[src/rtl/alu_pkg.sv]
// Shared encodings for the EX-stage ALU control unit: operation codes,
// ALUOp and funct7 encodings, and the M-extension sequencing FSM states.
package alu_pkg;

    localparam logic [4:0] ALU_ADD    = 5'd0;
    localparam logic [4:0] ALU_SUB    = 5'd1;
    localparam logic [4:0] ALU_SLL    = 5'd2;
    localparam logic [4:0] ALU_SLT    = 5'd3;
    localparam logic [4:0] ALU_SLTU   = 5'd4;
    localparam logic [4:0] ALU_XOR    = 5'd5;
    localparam logic [4:0] ALU_SRL    = 5'd6;
    localparam logic [4:0] ALU_SRA    = 5'd7;
    localparam logic [4:0] ALU_OR     = 5'd8;
    localparam logic [4:0] ALU_AND    = 5'd9;
    localparam logic [4:0] ALU_MUL    = 5'd10;
    localparam logic [4:0] ALU_MULH   = 5'd11;
    localparam logic [4:0] ALU_MULHSU = 5'd12;
    localparam logic [4:0] ALU_MULHU  = 5'd13;
    localparam logic [4:0] ALU_DIV    = 5'd14;
    localparam logic [4:0] ALU_DIVU   = 5'd15;
    localparam logic [4:0] ALU_REM    = 5'd16;
    localparam logic [4:0] ALU_REMU   = 5'd17;

    localparam logic [1:0] ALUOP_LS = 2'b00;
    localparam logic [1:0] ALUOP_BR = 2'b01;
    localparam logic [1:0] ALUOP_I  = 2'b10;
    localparam logic [1:0] ALUOP_R  = 2'b11;

    localparam logic [6:0] FUNCT7_BASE = 7'b0000000;
    localparam logic [6:0] FUNCT7_ALT  = 7'b0100000;
    localparam logic [6:0] FUNCT7_MEXT = 7'b0000001;

    typedef enum logic [1:0] {
        MD_IDLE = 2'd0,
        MD_BUSY = 2'd1,
        MD_DONE = 2'd2
    } md_state_e;

    function automatic int lat_max(input int a, input int b);
        return (a > b) ? a : b;
    endfunction

endpackage

[src/rtl/alu_op_decoder.sv]
// Combinational decode of ALUOp/funct7/funct3 into the ALU/M operation code,
// plus the M-extension and divide/remainder qualifiers used by the sequencer.
module alu_op_decoder
    import alu_pkg::*;
#(
    parameter int NB_OP    = 5,
    parameter int ENABLE_M = 1
) (
    input  logic [1:0]       i_alu_op,
    input  logic [6:0]       i_funct7,
    input  logic [2:0]       i_funct3,
    output logic [NB_OP-1:0] o_alu_op,
    output logic             o_is_m,
    output logic             o_is_div
);

    logic [4:0] code;
    logic       is_m;

    // Decode table; every undefined combination falls back to ADD.
    always_comb begin
        code = ALU_ADD;
        is_m = 1'b0;
        case (i_alu_op)
            ALUOP_BR: begin
                case (i_funct3)
                    3'b000, 3'b001: code = ALU_SUB;
                    3'b100, 3'b101: code = ALU_SLT;
                    3'b110, 3'b111: code = ALU_SLTU;
                    default:        code = ALU_ADD;
                endcase
            end
            ALUOP_I: begin
                case (i_funct3)
                    3'b000: code = ALU_ADD;
                    3'b001: code = ALU_SLL;
                    3'b010: code = ALU_SLT;
                    3'b011: code = ALU_SLTU;
                    3'b100: code = ALU_XOR;
                    3'b101: begin
                        if (i_funct7 == FUNCT7_BASE)     code = ALU_SRL;
                        else if (i_funct7 == FUNCT7_ALT) code = ALU_SRA;
                        else                             code = ALU_ADD;
                    end
                    3'b110: code = ALU_OR;
                    default: code = ALU_AND;
                endcase
            end
            ALUOP_R: begin
                if (i_funct7 == FUNCT7_BASE) begin
                    case (i_funct3)
                        3'b000: code = ALU_ADD;
                        3'b001: code = ALU_SLL;
                        3'b010: code = ALU_SLT;
                        3'b011: code = ALU_SLTU;
                        3'b100: code = ALU_XOR;
                        3'b101: code = ALU_SRL;
                        3'b110: code = ALU_OR;
                        default: code = ALU_AND;
                    endcase
                end else if (i_funct7 == FUNCT7_ALT) begin
                    case (i_funct3)
                        3'b000:  code = ALU_SUB;
                        3'b101:  code = ALU_SRA;
                        default: code = ALU_ADD;
                    endcase
                end else if ((i_funct7 == FUNCT7_MEXT) && (ENABLE_M != 0)) begin
                    // MUL..REMU are laid out contiguously in funct3 order.
                    code = ALU_MUL + {2'b00, i_funct3};
                    is_m = 1'b1;
                end
            end
            default: code = ALU_ADD;
        endcase
    end

    assign o_alu_op = NB_OP'(code);
    assign o_is_m   = is_m;
    assign o_is_div = is_m & i_funct3[2];

endmodule

[src/rtl/alu_md_ctrl_unit.sv]
// EX-stage ALU control with RV32M sequencing. Base ops decode with zero
// latency; M ops start the external M unit, stall the pipeline for the unit's
// latency and then flag the result valid for one cycle.
// Handshake: o_md_start and o_md_kill are single-cycle pulses; o_md_valid is
// high for exactly the one cycle in which the M instruction retires, and the
// pipeline is stalled from the start cycle until the cycle before that.
module alu_md_ctrl_unit
    import alu_pkg::*;
#(
    parameter int NB_OP    = 5,
    parameter int ENABLE_M = 1,
    parameter int MUL_LAT  = 2,
    parameter int DIV_LAT  = 32
) (
    input  logic             i_clk,
    input  logic             i_rst_n,
    input  logic             i_valid,
    input  logic             i_flush,
    input  logic [1:0]       i_alu_op,
    input  logic [6:0]       i_funct7,
    input  logic [2:0]       i_funct3,
    input  logic             i_rs2_zero,
    output logic [NB_OP-1:0] o_alu_op,
    output logic             o_md_start,
    output logic             o_md_kill,
    output logic             o_md_valid,
    output logic             o_stall
);

    localparam int CNT_W = $clog2(lat_max(MUL_LAT, DIV_LAT) + 1);
    localparam logic [CNT_W-1:0] MUL_LOAD = CNT_W'(MUL_LAT - 1);
    localparam logic [CNT_W-1:0] DIV_LOAD = CNT_W'(DIV_LAT - 1);

    logic             is_m;
    logic             is_div;
    md_state_e        state_q, state_d;
    logic [CNT_W-1:0] cnt_q, cnt_d;
    logic             md_start, md_kill, md_valid, stall;

    alu_op_decoder #(
        .NB_OP    (NB_OP),
        .ENABLE_M (ENABLE_M)
    ) u_dec (
        .i_alu_op (i_alu_op),
        .i_funct7 (i_funct7),
        .i_funct3 (i_funct3),
        .o_alu_op (o_alu_op),
        .o_is_m   (is_m),
        .o_is_div (is_div)
    );

    // State and latency counter registers.
    always_ff @(posedge i_clk or negedge i_rst_n) begin
        if (!i_rst_n) begin
            state_q <= MD_IDLE;
            cnt_q   <= '0;
        end else begin
            state_q <= state_d;
            cnt_q   <= cnt_d;
        end
    end

    // Next-state, counter and handshake outputs.
    always_comb begin
        state_d  = state_q;
        cnt_d    = cnt_q;
        md_start = 1'b0;
        md_kill  = 1'b0;
        md_valid = 1'b0;
        stall    = 1'b0;
        case (state_q)
            MD_IDLE: begin
                if (i_valid && is_m && !i_flush) begin
                    md_start = 1'b1;
                    stall    = 1'b1;
                    // Divide by zero needs no M-unit latency: result is fixed.
                    if (is_div && i_rs2_zero) begin
                        state_d = MD_DONE;
                    end else begin
                        cnt_d   = is_div ? DIV_LOAD : MUL_LOAD;
                        state_d = MD_BUSY;
                    end
                end
            end
            MD_BUSY: begin
                if (i_flush) begin
                    // Killed instruction: abort the unit and release the
                    // pipeline so the redirect can proceed.
                    md_kill = 1'b1;
                    state_d = MD_IDLE;
                end else begin
                    stall = 1'b1;
                    if (cnt_q == '0) state_d = MD_DONE;
                    else             cnt_d   = cnt_q - 1'b1;
                end
            end
            MD_DONE: begin
                md_valid = !i_flush;
                state_d  = MD_IDLE;
            end
            default: state_d = MD_IDLE;
        endcase
    end

    // Handshake outputs are forced low while reset is held.
    assign o_md_start = md_start & i_rst_n;
    assign o_md_kill  = md_kill  & i_rst_n;
    assign o_md_valid = md_valid & i_rst_n;
    assign o_stall    = stall    & i_rst_n;

endmodule

[config.mk]
export PLATFORM = sky130hd
export DESIGN_NAME = alu_md_ctrl_unit
export DESIGN_NICKNAME = d
export VERILOG_FILES = /design/src/rtl/alu_pkg.sv /design/src/rtl/alu_op_decoder.sv /design/src/rtl/alu_md_ctrl_unit.sv
export SDC_FILE = /design/constraint.sdc
export NUM_CORES = 1
export LEC_CHECK = 0
export BUFFER_PORTS_ARGS = -buffer_cell sky130_fd_sc_hd__buf_4
export CAP_MARGIN = 20
export CORE_MARGIN = 8
export CORE_UTILIZATION = 52
export DETAILED_ROUTE_END_ITERATION = 7
export PLACE_DENSITY = 0.83
export SYNTH_ARGS = -nofsm -noshare
export SYNTH_HDL_FRONTEND = slang
export SYNTH_SLANG_ARGS = --single-unit
[constraint.sdc]
create_clock -name i_clk -period 2.21 [get_ports i_clk]
set_clock_uncertainty 0.2 [all_clocks]
set_input_delay 0.1105 -clock i_clk [delete_from_list [all_inputs] [get_ports i_clk]]
set_output_delay 0.1105 -clock i_clk [all_outputs]
set_load 0.01 [all_outputs]
==> results.ini, run 1 <==
[global_route]
globalRouteTotalUtil = 0.154
grt_pass1_wl_um = 4350
number_of_global_route_vias_before_repair = 980
grt_max_degree = 15
gr_overflow_total = 0
grt_antenna_before_repair = 0

[detailed_routing]
detailroute.wirelength.met2_um = 1250
route.antenna.remaining_nets = 0
drt_first_iter_violations = 23
vias_per_cell = 6.12
wl_met3_um = 123
maxUsedRoutingLayer = met4
per_cell_routed_wire_length_um = 15.8
first_pass_iters = 4
wirelength_um = 2610
routed-via-count = 1010
drcViolationCount = 0
routedLengthMet1_um = 1220

[critical_path]
critPathLaunchType = register
r2r_slack_ps = 290
critical_path.max_fanout = 7
cp_data_arrival_time_ps = 1890
end_kind = register
cp.required_ps = 2190
timing_worst_setup_path_type = reg2reg

[clock_network]
cts_sinks = 8
cts_tree = done
clock-root-buffer = clkbuf_4
cts_inserted_buffers = 3
h_tree_lvl_count = 1
clk_latency_ps = 250
cts.clk_slew.worst_paths_ps = 50
deepest_clock_path_buffer_count = 2
cts_setup_buffers = 0

[placement]
portBuffers = 25
dp.cells = 159
detailed_place_hpwl_um = 2070
finalWeightedCongestion = 0.906

[synth]
synth_top_family_by_area = simple AND/OR/NAND/NOR gates
synth_area_leader_cell = dfrtp_1
synth_fa_ha_area_frac = 0.0384
synth_compound_gate_area_share = 0.296
number_of_flops_mapped_to_enable_cells_by_yosys = 0
synth_area_um2 = 977
yosys_register_bits = 8
multiplexer_share_of_the_synthesized_area = 0.0423
netlist_instances = 117
synth-seq-area-share = 0.205
async_reset_ff_frac = 1.00
synthesis.nets = 137
yosys_warnings = 0
postSynth.topFlopCell = dfrtp_1
yosys.area.top_type_share = 0.205
yosys.area_share.simple = 0.332
synth_xor_area_frac = 0.00896
synth.area.top_cells = dfrtp_1 20%, ha_1 3.8%, nand2b_1 3.8%, buf_6 3.5%, mux2i_1 3.1%
postSynthAreaPerCell_um2 = 8.35
synth_cell_types = 51

[power]
power_per_cell_area_mw_per_mm2 = 348
irDropWorstVdd_uv = 232
power.leakage_nw = 0.497

[timing]
tightestPinTransition_ps = 474
rsz_0062_raised_after_global_routing = no
max_slew_margin = 0.683
finalSetupTns_ps = 0
hold_violations = 0
min_period_ps = 1920
report.final.slew_viol_count = 0
clock.fmax_ghz = 0.522
timing.final.crit_share = 0.867
setup_viol_count_final = 0

[floorplan]
floorplan.rows = 15
dieWidth_um = 59.4
die_height_um = 59.4
io_pins = 26
placeableCoreArea_mm2 = 0.00175
die_area_mm2 = 0.00352
initial_core_util = 0.560

[final_layout]
final_net_count = 162
antenna-diode-count = 0
final_layout_size_suffix_gt1_frac = 0.257
syn_to_final_growth_pct = 21.9
layout.cells.non_filler = 165

[run]
max-cap-violations = 0

[min_path]
hold_class = in2async

[outcome]
outcome = finished clean

==> placed cells by master (no fill, tap or decap), types with 4 or more instances in the layout <==
cell	instances
buf_4	25
dfrtp_1	8
nand2_1	7
o21ai_0	6
nand2b_1	6
inv_1	5
nor2_1	4
a21oi_1	4
o211ai_1	4
o21a_1	4
==> final cells by class <==
cell class	count	area (µm²)
Fill cell	160	554
Sequential cell	8	200
Tap cell	25	31.3
Timing Repair Buffer	28	218
Inverter	5	18.8
Clock buffer	3	22.5
Multi-Input combinational cell	96	701
==> synth_stat cells (4+ instances only) <==
library cell / instances
dfrtp_1: 8
nand2_1: 7
nand2b_1: 6
o21ai_0: 6
inv_1: 5
a21oi_1: 4
buf_2: 4
nor2_1: 4
o211ai_1: 4
o21a_1: 4
==> worst max-delay path, stage by stage, from the launching register on <==
cell	delay [ps]
dfrtp_1	420
inv_1	90
ha_1	230
a211oi_2	350
o21a_1	330
mux2i_1	220
==> per-stage QoR <==
step	hold slack, ps	worst slack [ps]	instance area (µm²)	utilization	total power, W
after floorplan	-385	516	977	-	0.000249
after global placement	-257	384	1140	0.652	0.000297
after detailed placement	-254	281	1140	0.652	0.000302
after CTS	14.4	292	1190	0.682	0.000416
after global routing	27.1	148	1190	0.682	0.000444
final	20.6	295	1190	0.682	0.000414
==> sequential cells by signal, indices dropped and copies added, names as in the netlist <==
| signal | cells |
|---|---|
| state_q | 2 |
| cnt_q | 6 |
==> power by group <==
| part | total, W | internal [W] | leakage (nW) | switching (W) |
|---|---|---|---|---|
| clock network | 0.000111 | 0.0000621 | 0.0138 | 0.0000488 |
| registers | 0.000171 | 0.000157 | 0.0992 | 0.0000141 |
| logic | 0.000133 | 0.0000652 | 0.384 | 0.0000673 |
| total | 0.000414 | 0.000284 | 0.497 | 0.000130 |
==> metal layers <==
layer | vias to the layer above | global-route usage
met3 | 2 | 0.0477
li1 | 503 | -
met4 | 0 | 0.0341
met5 | - | 0
met2 | 24 | 0.263
met1 | 481 | 0.181
==> cells by family (layout without fill, tap and decap cells) <==
| logic type | count (synthesis) | in the layout |
|---|---|---|
| xor gates and xnor gates | 1 | 1 |
| and+or+nand+nor | 49 | 49 |
| buffers and inverters | 13 | 36 |
| muxes | 4 | 4 |
| AOI/OAI and AO/OA | 39 | 39 |
| DFF | 8 | 8 |
| adders and majority gates | 3 | 3 |
==> final timing paths <==
path,end,depth (start not counted),from
max reg2reg,cnt_q[1],5,cnt_q[0]
min,cnt_q[2],2,i_rst_n
max,cnt_q[1],5,cnt_q[0]
min reg2reg,cnt_q[5],2,cnt_q[5]
min in group i_clk,state_q[1],4,i_flush
max in group asynchronous,state_q[0],2,i_rst_n
==> timing repair <==
action / 4_1_cts / 5_1_grt
hold buffers: 3 / 0
gates resized for setup: 0 / 0
hold endpoints to repair: 9 / 0
(Power assumes the default switching activity.)
==> run 2, diff against run 1 <==
- ABC_AREA: not set -> 1
==> run 2 against run 1 <==
Against the previous run: worst hold slack worse by 13 ps; critical path depth is 1 higher; combinational power is 29% lower; cell count is 38% higher; via count is 15% higher; final area is 2.3% higher; global-route usage is 0.47 points lower; total power is 16% lower; maximum frequency is 13% higher; sequential power is 13% lower; die area is 0.37% lower.
==> results.ini, run 2 <==
[final_layout]
largest_registers = cnt_q (6), state_q (2)
syn_to_final_growth_pct = 25.4
layout.cell_area.non_filler_mm2 = 0.00122  ; +2.3%
layout.cells.non_filler = 227  ; +38%
final_net_count = 224  ; +38%
largest_register_ffs = 6  ; unchanged
mostFrequentLayoutCells = 55 x nand2_1, 28 x inv_1, 25 x nor2_1, 25 x buf_4, 20 x nand3_1
mostFrequentLayoutCell = nand2_1
top_register = cnt_q
antenna-diode-count = 0  ; unchanged
final_layout_size_suffix_gt1_frac = 0.198  ; -0.0591

[power]
power_per_cell_area_mw_per_mm2 = 285  ; -18%
switching_share = 0.281  ; -0.0336
share_clk_of_total_power = 0.303  ; +0.035
internal_power_w = 0.000250  ; -12%
sequentialPowerShare = 0.425  ; +0.012
irDropWorstVdd_uv = 288  ; +24%
p_sw_w = 0.0000975  ; -25%
power.leakage_nw = 0.748  ; +50%
p_comb_frac = 0.272  ; -0.048

[floorplan]
placeableCoreArea_mm2 = 0.00175  ; unchanged
die_height_um = 59.2  ; -0.19%
die_area_mm2 = 0.00351  ; -0.37%
dieWidth_um = 59.2  ; -0.19%
io_pins = 26  ; unchanged
floorplan.rows = 15  ; unchanged
initial_core_util = 0.557  ; -0.00287

[timing]
max_slew_margin = 0.733  ; +0.0498
finalSetupTns_ps = 0  ; unchanged
timing.final.crit_share = 0.764  ; -0.102
min_period_ps = 1690  ; -226 ps
rsz_0062_raised_after_global_routing = no
hold_violations = 0  ; unchanged
report.final.slew_viol_count = 0  ; unchanged
tightestPinTransition_ps = 398  ; -76.8 ps
clock.fmax_ghz = 0.592  ; +13%
setup_viol_count_final = 0  ; unchanged

[placement]
detailed_place.area_mm2 = 0.00119  ; +4.2%
portBuffers = 25  ; unchanged
detailed_place_hpwl_um = 2120  ; +2.2%
finalWeightedCongestion = 0.879  ; -3.0%
dp.cells = 223  ; +40%

[synth]
synth_area_um2 = 972  ; -0.51%
postSynthAreaPerCell_um2 = 5.59  ; -33%
synth-seq-area-share = 0.206  ; +0.00105
synthesis.nets = 194  ; +42%
async_reset_ff_frac = 1.00  ; unchanged
netlist_instances = 174  ; +49%
ys_top_cells_by_count = 55 x nand2_1, 28 x inv_1, 25 x nor2_1, 20 x nand3_1, 8 x dfrtp_1
postSynth.topFlopCell = dfrtp_1
yosys.area.top_type_share = 0.212  ; +0.00749
synthMostInstantiatedCell = nand2_1
yosys_register_bits = 8  ; unchanged
synth_cell_types = 21  ; -59%
number_of_flops_mapped_to_enable_cells_by_yosys = 0  ; unchanged
synth_area_leader_cell = nand2_1
synth.area.top_cells = nand2_1 21%, dfrtp_1 21%, inv_1 11%, nand3_1 10%, nor2_1 9.7%
yosys_warnings = 0  ; unchanged

[clock_network]
cts_tree = done
cts_sinks = 8  ; unchanged
cts.clk_slew.worst_paths_ps = 50  ; about the same
cts_setup_buffers = 0  ; unchanged
deepest_clock_path_buffer_count = 2  ; unchanged
cts_inserted_buffers = 3  ; unchanged
clk_latency_ps = 250  ; about the same
clock-root-buffer = clkbuf_4
h_tree_lvl_count = 1  ; unchanged
post_cts_resize_count = 0  ; unchanged
cts_hold_buffers = 1  ; -2

[min_path]
hold_class = in2reg
hold_depth = 4
worst_hold_path.endpoint = state_q[1]
beginning_of_the_worst_hold_path = i_flush

[global_route]
number_of_global_route_vias_before_repair = 1073  ; +9.5%
gr-usage-met3 = 0.0434  ; -0.00434
globalRouteTotalUtil = 0.149  ; -0.00471
grt_pass1_wl_um = 4300  ; -1.3%
grt_antenna_before_repair = 0  ; unchanged
busiest_layer = met2
grt_max_degree = 14  ; -1
gr_overflow_total = 0  ; unchanged
grt_util_met2 = 0.267  ; +0.00308
groute.layer.met1.usage = 0.165  ; -0.0169

[critical_path]
worstRegToRegCells = 6  ; +1
critPathLaunchType = register
crit-reg2reg-launch = cnt_q[0]
r2r-end = cnt_q[1]
critical_path.slowest_cell = dfrtp_1
critPathTopFamily = flip-flops
critical_path.max_fanout = 5  ; -2
cp.required_ps = 1900  ; -290 ps
timing_worst_setup_path_type = reg2out
r2r_slack_ps = 620  ; +330 ps
critical-path-max-stage-delay_ps = 370  ; -50 ps
end_kind = primary output
cp_data_arrival_time_ps = 1380  ; -510 ps
cp_cell_sequence = inv_1, nand2_1, nor2_1, inv_1, a21oi_1, buf_4
path_buf_inv = 3  ; +2
critPathMostFrequentCell = inv_1

[outcome]
outcome = finished clean

[detailed_routing]
routed-via-count = 1163  ; +15%
wirelength_um = 2580  ; -1.1%
route.antenna.remaining_nets = 0  ; unchanged
first_pass_iters = 4  ; unchanged
drcViolationCount = 0  ; unchanged
vias_per_cell = 5.12  ; -16%
per_cell_routed_wire_length_um = 11.4  ; -28%
drt_first_iter_violations = 58  ; +150%

[run]
max-cap-violations = 0  ; unchanged

## run 2: cell count changes after synthesis, moves of 4 or more
cell,before,now
inv_1,5,28
nand2_1,7,55
nand2_2,0,4
nand2b_1,6,0
nand3_1,2,20
nor2_1,4,25
o211ai_1,4,0
o21a_1,4,0
## run 2: worst max path at each step
stage	from	slack, ps	cells after the start	to
after CTS	state_q[1]	500	6	o_stall
after global routing	state_q[1]	400	6	o_stall
after floorplan	cnt_q[0]	750	6	cnt_q[1]
after detailed placement	cnt_q[0]	660	6	cnt_q[1]
after global placement	cnt_q[0]	700	6	cnt_q[1]
final	state_q[1]	520	6	o_stall
## run 2: final cells by class
class                      count  area, µm²
tap                           25       31.3
multi-input combinational    137        662
timing repair buffer          26        198
fill                         164        527
inverter                      28        105
sequential                     8        200
clock buffer                   3       22.5
## run 2: worst register-to-register path: stages (launching register included)
cell     delay, ps
dfrtp_1        390
inv_1          140
ha_1           250
or2_2          290
nand2_1        100
nand3_1         90
nand2_1         80
## run 2: power by group through the flow
stage | Clock [W] | Sequential [W] | Combinational (W)
2_1_floorplan | 0 | 0.000150 | 0.0000471
3_3_place_gp | 0 | 0.000150 | 0.0000901
3_5_place_dp | 0 | 0.000150 | 0.0000923
4_1_cts | 0.000109 | 0.000148 | 0.0000942
5_1_grt | 0.000115 | 0.000148 | 0.000106
6_report | 0.000105 | 0.000148 | 0.0000944
## run 2: stage by stage
step                       util  power (W)  hold WS [ps]  worst slack (ps)
after floorplan               -   0.000197          -385               755
after global placement    0.680   0.000240          -262               696
after detailed placement  0.680   0.000242          -261               657
after CTS                 0.698   0.000351          5.81               503
after global routing      0.698   0.000368          20.6               399
final                     0.698   0.000347          7.60               521
## run 2: per-layer routing
layer / part of all wire / wire length, µm
met5: 0 / 0
met4: 0.0093 / 24
met3: 0.062 / 159
met2: 0.47 / 1210
met1: 0.46 / 1180
## run 2: logic make-up after synthesis
kind of cell / after synthesis / synth area share
AND/OR/NAND/NOR: 120 / 0.568
buffers and inverters: 29 / 0.113
flip-flops: 8 / 0.206
adder cells (fa/ha/maj): 3 / 0.0386
AO/OA/AOI/OAI: 14 / 0.0746
